## config.mk

```make
export PLATFORM = sky130hd
export DESIGN_NAME = if_stage_flat
export DESIGN_NICKNAME = d
export VERILOG_FILES = /design/src/rtl/rv32i_pkg.sv /design/src/rtl/if_stage_if.sv /design/src/rtl/pc_reg.sv /design/src/rtl/if_stage.sv /design/src/flat_wrapper.sv
export SDC_FILE = /design/constraint.sdc
export NUM_CORES = 1
export LEC_CHECK = 0
export ABC_AREA = 1
export BUFFER_PORTS_ARGS = -buffer_cell sky130_fd_sc_hd__buf_4
export CORE_MARGIN = 2
export CORE_UTILIZATION = 45
export CTS_CLUSTER_DIAMETER = 30
export CTS_CLUSTER_SIZE = 12
export DETAILED_ROUTE_END_ITERATION = 16
export GPL_TIMING_DRIVEN = 0
export HOLD_SLACK_MARGIN = 0.1
export PLACE_DENSITY = 0.77
export SYNTH_ARGS = -nofsm -noshare
export SYNTH_HDL_FRONTEND = slang
export SYNTH_SLANG_ARGS = --single-unit
```

## constraint.sdc

```tcl
create_clock -name clk -period 2.6 [get_ports clk]
set_input_delay 0.26 -clock clk [delete_from_list [all_inputs] [get_ports clk]]
set_output_delay 0.26 -clock clk [all_outputs]
set_load 0.05 [all_outputs]
```

## src/rtl/rv32i_pkg.sv

```systemverilog
// Shared RV32I definitions used by the fetch stage, hazard unit and decode.
// Holds the datapath width, the bubble instruction, the default reset PC,
// register-field bit positions and the PC next-value select encoding.
package rv32i_pkg;

    localparam int XLEN = 32;
    localparam logic [31:0] NOP_INSTR = 32'h0000_0013;   // addi x0,x0,0
    localparam logic [XLEN-1:0] RESET_PC = '0;

    localparam int REG_ADDR_W = 5;
    localparam int RS1_LSB    = 15;
    localparam int RS2_LSB    = 20;

    typedef enum logic [1:0] {
        PC_HOLD = 2'd0,
        PC_LOAD = 2'd1,
        PC_INC  = 2'd2
    } pc_sel_e;

    function automatic logic [REG_ADDR_W-1:0] rs1_of(input logic [31:0] instr);
        return instr[RS1_LSB +: REG_ADDR_W];
    endfunction

    function automatic logic [REG_ADDR_W-1:0] rs2_of(input logic [31:0] instr);
        return instr[RS2_LSB +: REG_ADDR_W];
    endfunction

endpackage

```

## src/rtl/if_stage_if.sv

```systemverilog
// Bundle of every signal the fetch stage exchanges with its neighbours:
// stall/redirect control in, instruction-memory bus, IF/ID payload out.
//   master : the fetch stage itself (drives imem_addr and the IF/ID payload)
//   slave  : the environment (hazard unit, EX redirect, imem, decode)
// Optional feature macro: IF_PERF_COUNTERS_EN adds Stall_Count/Flush_Count.
interface if_stage_if;
    import rv32i_pkg::*;

    logic                  Stall;
    logic                  Redirect;
    logic [XLEN-1:0]       Redirect_Target;
    logic [XLEN-1:0]       imem_addr;
    logic [31:0]           imem_rdata;
    logic [XLEN-1:0]       IF_ID_PC;
    logic [XLEN-1:0]       IF_ID_PC4;
    logic [31:0]           IF_ID_Instr;
    logic                  IF_ID_Valid;
    logic [REG_ADDR_W-1:0] IF_ID_Rs1;
    logic [REG_ADDR_W-1:0] IF_ID_Rs2;

`ifdef IF_PERF_COUNTERS_EN
    logic [31:0]           Stall_Count;
    logic [31:0]           Flush_Count;

    modport master (
        input  Stall, Redirect, Redirect_Target, imem_rdata,
        output imem_addr, IF_ID_PC, IF_ID_PC4, IF_ID_Instr, IF_ID_Valid,
               IF_ID_Rs1, IF_ID_Rs2, Stall_Count, Flush_Count
    );

    modport slave (
        output Stall, Redirect, Redirect_Target, imem_rdata,
        input  imem_addr, IF_ID_PC, IF_ID_PC4, IF_ID_Instr, IF_ID_Valid,
               IF_ID_Rs1, IF_ID_Rs2, Stall_Count, Flush_Count
    );
`else
    modport master (
        input  Stall, Redirect, Redirect_Target, imem_rdata,
        output imem_addr, IF_ID_PC, IF_ID_PC4, IF_ID_Instr, IF_ID_Valid,
               IF_ID_Rs1, IF_ID_Rs2
    );

    modport slave (
        output Stall, Redirect, Redirect_Target, imem_rdata,
        input  imem_addr, IF_ID_PC, IF_ID_PC4, IF_ID_Instr, IF_ID_Valid,
               IF_ID_Rs1, IF_ID_Rs2
    );
`endif

endinterface

```

## src/rtl/pc_reg.sv

```systemverilog
// Program counter register with hold / load / increment select.
// Ports:
//   clk, rst  : clock, async active-high reset (PC <= RESET_PC)
//   pc_sel    : PC_HOLD keeps the value, PC_LOAD takes load_pc, PC_INC adds 4
//   load_pc   : value loaded on PC_LOAD (caller aligns it)
//   pc        : current PC
module pc_reg
    import rv32i_pkg::*;
#(
    parameter int              XLEN     = 32,
    parameter logic [XLEN-1:0] RESET_PC = '0
) (
    input  logic            clk,
    input  logic            rst,
    input  pc_sel_e         pc_sel,
    input  logic [XLEN-1:0] load_pc,
    output logic [XLEN-1:0] pc
);

    logic [XLEN-1:0] pc_d;
    logic [XLEN-1:0] pc_q;

    always_comb begin
        pc_d = pc_q;
        unique case (pc_sel)
            PC_HOLD: pc_d = pc_q;
            PC_LOAD: pc_d = load_pc;
            PC_INC:  pc_d = pc_q + XLEN'(4);   // wraps modulo 2^XLEN
            default: pc_d = pc_q;
        endcase
    end

    always_ff @(posedge clk or posedge rst) begin
        if (rst) begin
            pc_q <= RESET_PC;
        end else begin
            pc_q <= pc_d;
        end
    end

    assign pc = pc_q;

endmodule

```

## src/rtl/if_stage.sv

```systemverilog
// RV32I instruction-fetch stage: owns the PC, drives the instruction-memory
// address and holds the IF/ID pipeline register.
// Ports:
//   clk, rst : clock, async active-high reset
//   bus      : if_stage_if.master -- Stall/Redirect/Redirect_Target and
//              imem_rdata in; imem_addr and IF_ID_{PC,PC4,Instr,Valid,Rs1,Rs2}
//              out (plus Stall_Count/Flush_Count with IF_PERF_COUNTERS_EN)
// Priority on each edge: Redirect > Stall > normal fetch.
// Optional feature macro: IF_PERF_COUNTERS_EN (saturating stall/flush counters).
module if_stage
    import rv32i_pkg::*;
#(
    parameter int              XLEN      = rv32i_pkg::XLEN,
    parameter logic [XLEN-1:0] RESET_PC  = rv32i_pkg::RESET_PC,
    parameter logic [31:0]     NOP_INSTR = rv32i_pkg::NOP_INSTR
) (
    input  logic       clk,
    input  logic       rst,
    if_stage_if.master bus
);

    pc_sel_e         pc_sel;
    logic [XLEN-1:0] pc;
    logic [XLEN-1:0] redirect_pc;

    logic [XLEN-1:0] if_id_pc_d,    if_id_pc_q;
    logic [31:0]     if_id_instr_d, if_id_instr_q;
    logic            if_id_valid_d, if_id_valid_q;

    // Targets are forced word-aligned; misaligned low bits are simply dropped.
    assign redirect_pc = bus.Redirect_Target & ~XLEN'(3);

    pc_reg #(
        .XLEN     (XLEN),
        .RESET_PC (RESET_PC)
    ) u_pc_reg (
        .clk     (clk),
        .rst     (rst),
        .pc_sel  (pc_sel),
        .load_pc (redirect_pc),
        .pc      (pc)
    );

    always_comb begin
        pc_sel        = PC_INC;
        if_id_pc_d    = if_id_pc_q;
        if_id_instr_d = if_id_instr_q;
        if_id_valid_d = if_id_valid_q;
        if (bus.Redirect) begin
            pc_sel        = PC_LOAD;
            if_id_pc_d    = '0;
            if_id_instr_d = NOP_INSTR;
            if_id_valid_d = 1'b0;
        end else if (bus.Stall) begin
            // imem_rdata is dropped; the same PC is fetched again next cycle.
            pc_sel = PC_HOLD;
        end else begin
            pc_sel        = PC_INC;
            if_id_pc_d    = pc;
            if_id_instr_d = bus.imem_rdata;
            if_id_valid_d = 1'b1;
        end
    end

    always_ff @(posedge clk or posedge rst) begin
        if (rst) begin
            if_id_pc_q    <= '0;
            if_id_instr_q <= NOP_INSTR;
            if_id_valid_q <= 1'b0;
        end else begin
            if_id_pc_q    <= if_id_pc_d;
            if_id_instr_q <= if_id_instr_d;
            if_id_valid_q <= if_id_valid_d;
        end
    end

    assign bus.imem_addr   = pc;
    assign bus.IF_ID_PC    = if_id_pc_q;
    assign bus.IF_ID_PC4   = if_id_pc_q + XLEN'(4);
    assign bus.IF_ID_Instr = if_id_instr_q;
    assign bus.IF_ID_Valid = if_id_valid_q;
    assign bus.IF_ID_Rs1   = rs1_of(if_id_instr_q);
    assign bus.IF_ID_Rs2   = rs2_of(if_id_instr_q);

`ifdef IF_PERF_COUNTERS_EN
    logic [31:0] stall_count_d, stall_count_q;
    logic [31:0] flush_count_d, flush_count_q;

    // Both counters stick at all-ones instead of wrapping.
    always_comb begin
        stall_count_d = stall_count_q;
        flush_count_d = flush_count_q;
        if (bus.Redirect) begin
            if (flush_count_q != '1) begin
                flush_count_d = flush_count_q + 32'd1;
            end
        end else if (bus.Stall) begin
            if (stall_count_q != '1) begin
                stall_count_d = stall_count_q + 32'd1;
            end
        end
    end

    always_ff @(posedge clk or posedge rst) begin
        if (rst) begin
            stall_count_q <= '0;
            flush_count_q <= '0;
        end else begin
            stall_count_q <= stall_count_d;
            flush_count_q <= flush_count_d;
        end
    end

    assign bus.Stall_Count = stall_count_q;
    assign bus.Flush_Count = flush_count_q;
`endif

endmodule

```

## src/flat_wrapper.sv

```systemverilog
// flat-port wrapper written by rule: the top's interface ports become plain ports
module if_stage_flat import rv32i_pkg::*;
#(
    parameter int              XLEN      = rv32i_pkg::XLEN,
    parameter logic [XLEN-1:0] RESET_PC  = rv32i_pkg::RESET_PC,
    parameter logic [31:0]     NOP_INSTR = rv32i_pkg::NOP_INSTR
)
  (clk, rst, bus_Stall, bus_Redirect, bus_Redirect_Target, bus_imem_rdata, bus_imem_addr, bus_IF_ID_PC, bus_IF_ID_PC4, bus_IF_ID_Instr, bus_IF_ID_Valid, bus_IF_ID_Rs1, bus_IF_ID_Rs2);
  if_stage_if bus_i ();
  input  logic clk;
  input  logic rst;
  input wire logic [$bits(bus_i.Stall)-1:0] bus_Stall;
  input wire logic [$bits(bus_i.Redirect)-1:0] bus_Redirect;
  input wire logic [$bits(bus_i.Redirect_Target)-1:0] bus_Redirect_Target;
  input wire logic [$bits(bus_i.imem_rdata)-1:0] bus_imem_rdata;
  output wire logic [$bits(bus_i.imem_addr)-1:0] bus_imem_addr;
  output wire logic [$bits(bus_i.IF_ID_PC)-1:0] bus_IF_ID_PC;
  output wire logic [$bits(bus_i.IF_ID_PC4)-1:0] bus_IF_ID_PC4;
  output wire logic [$bits(bus_i.IF_ID_Instr)-1:0] bus_IF_ID_Instr;
  output wire logic [$bits(bus_i.IF_ID_Valid)-1:0] bus_IF_ID_Valid;
  output wire logic [$bits(bus_i.IF_ID_Rs1)-1:0] bus_IF_ID_Rs1;
  output wire logic [$bits(bus_i.IF_ID_Rs2)-1:0] bus_IF_ID_Rs2;
  assign bus_i.Stall = bus_Stall;
  assign bus_i.Redirect = bus_Redirect;
  assign bus_i.Redirect_Target = bus_Redirect_Target;
  assign bus_i.imem_rdata = bus_imem_rdata;
  assign bus_imem_addr = bus_i.imem_addr;
  assign bus_IF_ID_PC = bus_i.IF_ID_PC;
  assign bus_IF_ID_PC4 = bus_i.IF_ID_PC4;
  assign bus_IF_ID_Instr = bus_i.IF_ID_Instr;
  assign bus_IF_ID_Valid = bus_i.IF_ID_Valid;
  assign bus_IF_ID_Rs1 = bus_i.IF_ID_Rs1;
  assign bus_IF_ID_Rs2 = bus_i.IF_ID_Rs2;
  if_stage #(.XLEN(XLEN), .RESET_PC(RESET_PC), .NOP_INSTR(NOP_INSTR)) u_core (.clk(clk), .rst(rst), .bus(bus_i));
endmodule
```

==> flow_summary.ini, run 1 <==
[timing]
worst_slew_pin_slew_ns = 0.618
fmax_ghz = 0.429
fin_setup_tns_ns = 0
fin_ws_ns = 0.272
holdWs_ns = 0.126
final-max-slew-violation-count = 0
final_hold_viol_count = 0
rsz0062_at_grt = no
setup_viol = 0
maxSlewHeadroom_pct = 58.8
min_period_ns = 2.33
finalCritPeriodShare_pct = 89.6
clock_skew_ns = 0.00974

[logic_synthesis]
yosys.cell_types.count = 41
ys_warn_count = 0
avgSynthCellArea_sq_um = 8.04
yosys_register_bits = 94
syn_inst = 670
synth-seq-area-share_pct = 43.8
synthesis.area_sq_um = 5390

[grt]
gr-usage-all-layers_pct = 27.0
grt_use_met3_pct = 6.16
grt_util_met1_pct = 34.8
grt_pass1_vias = 5293
grt_max_degree = 41
use_met2_pct = 44.3
grt_antenna_before_repair = 0
grt-busiest-layer = met2
gr-total-overflow = 0
grt_pass1_wl_um = 27100

[run_status]
status = complete, no violations

[clocking]
clockRootBuffer = clkbuf_16
clkLatencyLatePin_ns = 0.35
hold_buffers = 1
clock_sinks = 94
cts_tree = built
cts_resized = 0
clockBufferDepth = 2
path_clk_slew_ns = 0.07
htreeDepth = 3
cts_buffers = 9
post_cts_buffers = 0

[layout]
num-fill-cells = 1060
fin_util_pct = 64.2
area_delta_synth_final_pct = 37.9
drive_gt1_share_pct = 32.7
largest_reg_flops = 32
diodes = 0
fin_nets = 956

[critical_path]
crit_slowest_cell = dfrtp_1
crit_required_ns = 2.34
arrival_ns = 2.07
cp_top_family = simple AND/OR/NAND/NOR gates
cp-start-kind = flip-flop
path_class = flip-flop to primary output
worst_path_most_repeated_cell = nand3_2
cpPeakStageDelay_ns = 0.41
worstPathMaxFanout = 4
cp_cell_sequence = ha_1, nand3_2, inv_2, nand3_2, nor2_2, nand3_1, xor2_1, buf_4
critical_path_buf_inv_count = 2
endpoint_kind = primary output

[floorplanning]
die_y_um = 113
num_io_pins = 207
dieArea_sq_um = 12900
die_width_um = 113
core_area_sq_um = 11600
rows = 39
initial_utilization_pct = 46.6

[route]
drc = 0
routed_wl_um = 17300
via_per_inst = 5.33
routedWlPerCell_um = 16.7
final_antenna_net_count = 0
drt_pass1_iterations = 5
vias = 5508
drtIter0Drc = 478

[worst_hold_path]
hold_path_class = input pin to flip-flop

[pwr]
vdd_drop_max_mv = 0.372
total_power_mw = 4.38
p_leak_nw = 3.75
pwr_density_cell_nw_per_um2 = 590

[placed_design]
place_hpwl_um = 13700
place_ws_ns = 0.606
io_buffers = 201
globalplace.congestion = 0.945

[job]
drv_cap = 0
## final timing paths
| path | from | end | slack, ns | cells past startpoint |
|---|---|---|---|---|
| min | bus_Redirect_Target[4] | u_core.u_pc_reg.pc[4] | 0.13 | 3 |
| max in group asynchronous | rst | u_core.u_pc_reg.pc[23] | 1.54 | 4 |
| min in group asynchronous | rst | u_core.bus.IF_ID_Instr[10] | 0.49 | 3 |
| max | u_core.bus.IF_ID_PC[3] | bus_IF_ID_PC4[20] | 0.27 | 8 |
| min reg2reg | u_core.bus.IF_ID_Instr[30] | u_core.bus.IF_ID_Instr[30] | 0.50 | 1 |
| max reg2reg | u_core.u_pc_reg.pc[2] | u_core.u_pc_reg.pc[20] | 0.91 | 8 |
## layout by cell type (no fill, tap or decap), types with 3 or more instances in the layout
| cell type | instances |
|---|---|
| nand3b_1 | 4 |
| nor2_2 | 5 |
| nor2_1 | 64 |
| nand3_1 | 43 |
| clkbuf_1 | 6 |
| inv_2 | 6 |
| buf_4 | 221 |
| nor2_4 | 8 |
| o2111ai_1 | 8 |
| clkbuf_16 | 9 |
| o21ai_0 | 28 |
| o22a_1 | 3 |
| nand2_1 | 151 |
| dfrtp_1 | 91 |
| a21oi_1 | 3 |
| buf_2 | 16 |
| nor3_1 | 14 |
| a22o_1 | 29 |
| dfstp_2 | 3 |
| nand4_1 | 17 |
| inv_1 | 78 |
| o22ai_1 | 17 |
| nor3_2 | 3 |
| xor2_1 | 27 |
| nand3_2 | 4 |
## final cells by class
| cell class | count | area, sq um | area share [%] |
|---|---|---|---|
| multi-input cells | 452 | 2470 | 33.2 |
| flip-flops and latches | 94 | 2360 | 31.7 |
| repair buffers | 204 | 1560 | 21.0 |
| inverters | 85 | 323 | 4.35 |
| clock buffers | 12 | 246 | 3.32 |
| plain buffers | 40 | 245 | 3.30 |
| well taps | 143 | 179 | 2.41 |
| clock inverters | 4 | 47.5 | 0.640 |
## cells in the mapped netlist, drive strengths merged
cell	instances	area (sq um)
a21oi	4	23.8
a22o	29	254
a22oi	1	7.51
a31oi	1	6.26
a32oi	1	8.76
buf	36	230
clkbuf	4	15.0
conb	1	3.75
dfrtp	91	2280
dfstp	3	78.8
ha	2	25.0
inv	85	319
nand2	155	602
nand3	47	255
nand3b	4	30.0
nand4	17	106
nor2	78	382
nor3	17	100
nor3b	1	7.51
o2111ai	8	70.1
o211ai	2	15.0
o21a	1	7.51
o21ai	29	145
o221ai	1	8.76
o22a	3	26.3
o22ai	17	106
o31ai	1	7.51
or2	2	12.5
xnor2	2	17.5
xor2	27	236
## report_power, final
group	leakage, nW	switching (mW)	internal (mW)
logic	2.40	0.927	0.410
clock network	0.143	0.549	0.769
registers	1.21	0.152	1.58
## per-layer routing
metal | share of wire [%] | wire length (um) | up-vias
met5 | 0 | 0 | -
met4 | 3.1 | 540 | 0
met3 | 8.0 | 1370 | 41
met2 | 47 | 8150 | 267
met1 | 42 | 7190 | 2578
li1 | - | - | 2622
## stage by stage
| stage | std cells | cell area (sq um) |
|---|---|---|
| final | 1034 | 7420 |
| after global routing | 1034 | 7420 |
| after CTS | 1034 | 7420 |
| after detailed placement | 1017 | 7120 |
| after global placement | 1015 | 7080 |
| after floorplan | 671 | 5390 |
## cells by family after synthesis
group | after synthesis | share of synthesized area, %
simple gates | 321 | 27.8
buf+inv | 125 | 10.5
compound gates | 98 | 12.8
flops | 94 | 43.8
xor+xnor | 29 | 4.72
fa+ha+maj | 2 | 0.465
other cells | 1 | 0.0696
## worst register-to-register path, stage by stage (launching register included)
cell and delay [ns]:
dfrtp_1 0.45, ha_1 0.21, nand2_1 0.09, nor2_4 0.17, nand2_4 0.10, nor2_8 0.20
nand2_4 0.10, o21ai_1 0.14, nand3_1 0.10
Note: power is estimated with default switching activity, not from simulation.
==> run 2: changes to the inputs <==
==> constraint.sdc (replaced) <==
create_clock -name clk -period 2.1 [get_ports clk]
set_input_delay 0.21 -clock clk [delete_from_list [all_inputs] [get_ports clk]]
set_output_delay 0.21 -clock clk [all_outputs]
set_load 0.05 [all_outputs]
==> flow_summary.ini, run 2 (same netlist as run 1, synthesis figures left out) <==
[grt]
grt_max_degree = 40
gr-usage-all-layers_pct = 29.4
grt_pass1_vias = 5629
gr-total-overflow = 0
grt_antenna_before_repair = 0
grt_pass1_wl_um = 29400

[layout]
largest_reg_flops = 32
ff_latch_area_sq_um = 2370
multi_input_area_sq_um = 2830
num-fill-cells = 918
layout_commonest_cell = buf_4
fin_nets = 995
layout_common_cells = buf_4, nand2_1, dfrtp_1, inv_1, nor2_1
drive_gt1_share_pct = 40.3
diodes = 0
area_delta_synth_final_pct = 52.4

[clocking]
path_clk_slew_ns = 0.07
clock_sinks = 94
clkLatencyLatePin_ns = 0.34
htreeDepth = 3
cts_buffers = 9
cts_tree = built
clockBufferDepth = 2
clockRootBuffer = clkbuf_16

[timing]
worst_slew_pin_slew_ns = 0.641
min_period_ns = 2.08
finalCritPeriodShare_pct = 99.0
setup_viol = 0
holdWs_ns = 0.101
maxSlewHeadroom_pct = 57.3
final-max-slew-violation-count = 0
final_hold_viol_count = 0
fin_setup_tns_ns = 0
fmax_ghz = 0.481
clock_skew_ns = 0.00539
rsz0062_at_grt = yes

[route]
final_antenna_net_count = 0
via_per_inst = 5.35
drt_pass1_iterations = 5
routedWlPerCell_um = 18.1
routed_wl_um = 19500
drc = 0
drtIter0Drc = 482
vias = 5739

[critical_path]
arrival_ns = 1.87
endpoint_kind = primary output
rr_worst_depth = 8
worstPathMaxFanout = 5
cp-start-kind = flip-flop
crit_required_ns = 1.89
path_class = flip-flop to primary output

[run_status]
status = complete, no violations

[floorplanning]
initial_utilization_pct = 46.6
die_width_um = 113
num_io_pins = 207
rows = 39
die_y_um = 113
core_area_sq_um = 11600
dieArea_sq_um = 12900

[worst_hold_path]
hold_path_class = input pin to flip-flop
holdPathStages = 3

[pwr]
vdd_drop_max_mv = 0.439
pwr_density_cell_nw_per_um2 = 688
p_leak_nw = 4.03

[job]
drv_cap = 0

[placed_design]
io_buffers = 201
place_hpwl_um = 14500
globalplace.congestion = 0.895
run 2: worst paths after layout:
path / from / endpoint / slack, ns
worst min register to register: u_core.bus.IF_ID_Valid / u_core.bus.IF_ID_Valid / 0.51
max in group asynchronous: rst / u_core.bus.IF_ID_PC[18] / 0.97
min in group asynchronous: rst / u_core.bus.IF_ID_Instr[2] / 0.52
worst max register to register: u_core.u_pc_reg.pc[2] / u_core.u_pc_reg.pc[20] / 0.40
worst min-delay path: bus_Redirect_Target[14] / u_core.u_pc_reg.pc[14] / 0.10
worst max-delay path: u_core.bus.IF_ID_PC[11] / bus_IF_ID_PC4[29] / 0.02
run 2: metrics by stage:
step	total power, mW	area (sq um)	std cells	worst slack (ns)	util (%)
after global routing	5.83	8210	1073	-0.0574	71.0
after CTS	5.62	8010	1062	-0.0190	69.3
after floorplan	3.25	5580	671	-0.150	-
after detailed placement	3.87	7310	1017	0.0210	63.2
final	5.65	8210	1073	0.0218	71.0
after global placement	3.83	7270	1015	0.00328	62.8
run 2: per-layer routing:
metal | routed length (um) | share of wire (%) | vias up | global-route usage, %
li1 | - | - | 2684 | -
met1 | 7880 | 40 | 2743 | 38.0
met2 | 9600 | 49 | 285 | 50.5
met3 | 1580 | 8.1 | 27 | 5.26
met4 | 395 | 2.0 | 0 | 9.43
met5 | 0 | 0 | - | 0
run 2: worst max-delay path: stages (launching register included):
cell	delay [ns]
dfrtp_2	0.45
nand2_1	0.13
nor2_2	0.15
nand4_1	0.16
nor2_2	0.23
nand2_2	0.09
xor2_2	0.14
buf_6	0.17
run 2: layout make-up:
cell class | instances | area share (%)
clock inverter | 4 | 0.884
buffer | 40 | 2.99
timing repair buffer | 243 | 23.7
sequential | 94 | 28.9
multi-input combinational | 452 | 34.5
clock buffer | 12 | 2.88
inverter | 85 | 3.96
tap | 143 | 2.18
run 2: report_power, final:
part	switching [mW]	internal (mW)	total, mW
Combinational	1.21	0.572	1.78
Sequential	0.198	1.96	2.15
Clock	0.676	1.04	1.72
run 2: repair_timing:
action | CTS | global route
pin swaps | 4 | 6
setup buffers | 6 | 11
endpoints found under the hold margin | 42 | 0
resized for setup | 29 | 38
endpoints found under the setup margin | 15 | 17
hold buffers | 23 | 0
==> run 3: changes to the inputs <==
--- a/config.mk
+++ b/config.mk
@@ -7,6 +7,7 @@
 export LEC_CHECK = 0
 export ABC_AREA = 1
 export BUFFER_PORTS_ARGS = -buffer_cell sky130_fd_sc_hd__buf_4
+export CORE_ASPECT_RATIO = 0.5
 export CORE_MARGIN = 2
 export CORE_UTILIZATION = 45
 export CTS_CLUSTER_DIAMETER = 30
==> flow_summary.ini, run 3 (same netlist as run 1, synthesis figures left out) <==
[run_status]
status = complete, no violations

[grt]
grt_pass1_vias = 5611
grt_antenna_before_repair = 0
grt_pass1_wl_um = 28900
gr-usage-all-layers_pct = 28.7
grt_max_degree = 44
gr-total-overflow = 0

[timing]
setup_viol = 0
min_period_ns = 2.09
fmax_ghz = 0.477
final_hold_viol_count = 0
final-max-slew-violation-count = 0
clock_skew_ns = 0.00736
finalCritPeriodShare_pct = 99.8
worst_slew_pin_slew_ns = 0.601
fin_setup_tns_ns = 0
maxSlewHeadroom_pct = 59.9
rsz0062_at_grt = yes

[critical_path]
worstPathMaxFanout = 4
crit_required_ns = 1.89
arrival_ns = 1.88
crit_slowest_cell = dfrtp_1
critical_path_buf_inv_count = 1
r2r_slack_ns = 0.41
cpPeakStageDelay_ns = 0.42
cp-start-kind = flip-flop
cp_cell_sequence = nand2_1, nor3_4, nand2_2, nor2_4, nand2_1, xor2_2, buf_6
path_depth = 7
path_class = flip-flop to primary output
endpoint_kind = primary output
regToRegStartpoint = u_core.u_pc_reg.pc[22]
rr_worst_depth = 9
cp-startpoint = u_core.bus.IF_ID_PC[10]
reg2reg_to = u_core.u_pc_reg.pc[31]
cp_top_family = simple AND/OR/NAND/NOR gates
setup.worst_path.end = bus_IF_ID_PC4[30]
worst_path_most_repeated_cell = nand2_1

[layout]
diodes = 0
fin_nets = 1015
num-fill-cells = 915
largest_reg_flops = 32
drive_gt1_share_pct = 40.7
layout_commonest_cell = buf_4
area_delta_synth_final_pct = 55.6
layout_common_cells = buf_4, nand2_1, inv_1, dfrtp_1, nor2_1
design_area_sq_um = 8380

[floorplanning]
rows = 28
core_area_sq_um = 11700
dieArea_sq_um = 12900
num_io_pins = 207
initial_utilization_pct = 45.9
die_width_um = 159
die_y_um = 81.4

[pwr]
p_leak_nw = 4.13
total_power_mw = 5.52
switching_share_pct = 38.6
seqPwrFrac_pct = 38.8
clkPwrFrac_pct = 28.3
p_switching_mw = 2.13
pwr-share-comb_pct = 32.9
pwr_density_cell_nw_per_um2 = 659
vdd_drop_max_mv = 0.443
p_int_mw = 3.39

[worst_hold_path]
holdPathStages = 3
hold_path_class = input pin to flip-flop

[clocking]
clkLatencyLatePin_ns = 0.34
clockBufferDepth = 2
htreeDepth = 3
cts_tree = built
path_clk_slew_ns = 0.06
clockRootBuffer = clkbuf_16
cts_buffers = 9
clock_sinks = 94

[route]
drt_pass1_iterations = 6
drc = 0
final_antenna_net_count = 0
routedWlPerCell_um = 17.0
drtIter0Drc = 449
routed_wl_um = 19000
vias = 5908
via_per_inst = 5.30

[placed_design]
placed_cell_area_sq_um = 7340
place_hpwl_um = 13800
globalplace.congestion = 0.948
io_buffers = 201

[job]
drv_cap = 0
run 3: cell types whose count changed in the layout (fill, tap and decap cells not counted), sizes merged:
| cell | previous run | this run |
|---|---|---|
| buf | 256 | 269 |
| dlygate4sd3 | 23 | 30 |
| bufinv | 2 | 0 |
| clkbuf | 16 | 14 |
| clkinv | 1 | 3 |
| inv | 84 | 86 |
run 3: tightest hold or removal path: stages:
cell and delay [ns]:
buf_4 0.07, nand2_1 0.04, o2111ai_1 0.08
run 3: final cells by class:
cell class / count / area [sq um] / area share [%]
Inverter: 85 / 325 / 3.88
Clock buffer: 10 / 239 / 2.85
Buffer: 40 / 245 / 2.93
Sequential cell: 94 / 2380 / 28.4
Timing Repair Buffer: 263 / 2120 / 25.2
Multi-Input combinational cell: 452 / 2830 / 33.8
Tap cell: 165 / 206 / 2.46
Clock inverter: 6 / 43.8 / 0.523
run 3: per-stage QoR:
step | worst slack (ns) | utilization [%] | std cells | hold slack [ns]
CTS | -0.0476 | 68.7 | 1089 | 0.103
global placement | 0.00806 | 62.2 | 1037 | 0.425
detailed placement | 0.0650 | 62.5 | 1039 | 0.275
global route | -0.0778 | 71.4 | 1115 | 0.106
finish | 0.00521 | 71.4 | 1115 | 0.109
floorplan | -0.150 | - | 671 | 0.337
run 3: worst min path at each step:
stage	from	end	slack (ns)
floorplan	bus_Redirect_Target[4]	u_core.u_pc_reg.pc[4]	0.34
global placement	bus_Redirect_Target[14]	u_core.u_pc_reg.pc[14]	0.42
detailed placement	rst	u_core.bus.IF_ID_Instr[15]	0.27
CTS	bus_imem_rdata[30]	u_core.bus.IF_ID_Instr[30]	0.10
global route	bus_imem_rdata[5]	u_core.bus.IF_ID_Instr[5]	0.11
finish	bus_Redirect_Target[15]	u_core.u_pc_reg.pc[15]	0.11
run 3: power by group through the flow:
stage                     logic, mW  clock network (mW)  registers (mW)
after floorplan               0.635                   0            2.62
after global placement         1.66                   0            2.17
after detailed placement       1.69                   0            2.17
after CTS                      1.75                1.57            2.14
after global routing           1.91                1.66            2.16
final                          1.82                1.56            2.15
run 3: what timing repair did:
item,4_1_cts,5_1_grt
setup buffers,5,25
hold buffers,29,1
gates resized for setup,32,32
endpoints found under the setup margin,16,18
pin swaps,2,14
endpoints found under the hold margin,50,1
cloned,0,0
run 3: metal layers:
layer  routed length, um  global-route usage [%]  part of all wire, %
met5                   0                       0                    0
met4                 539                    11.7                  2.8
met3                1840                    6.64                  9.7
met2                8740                    46.7                   46
met1                7870                    37.9                   41
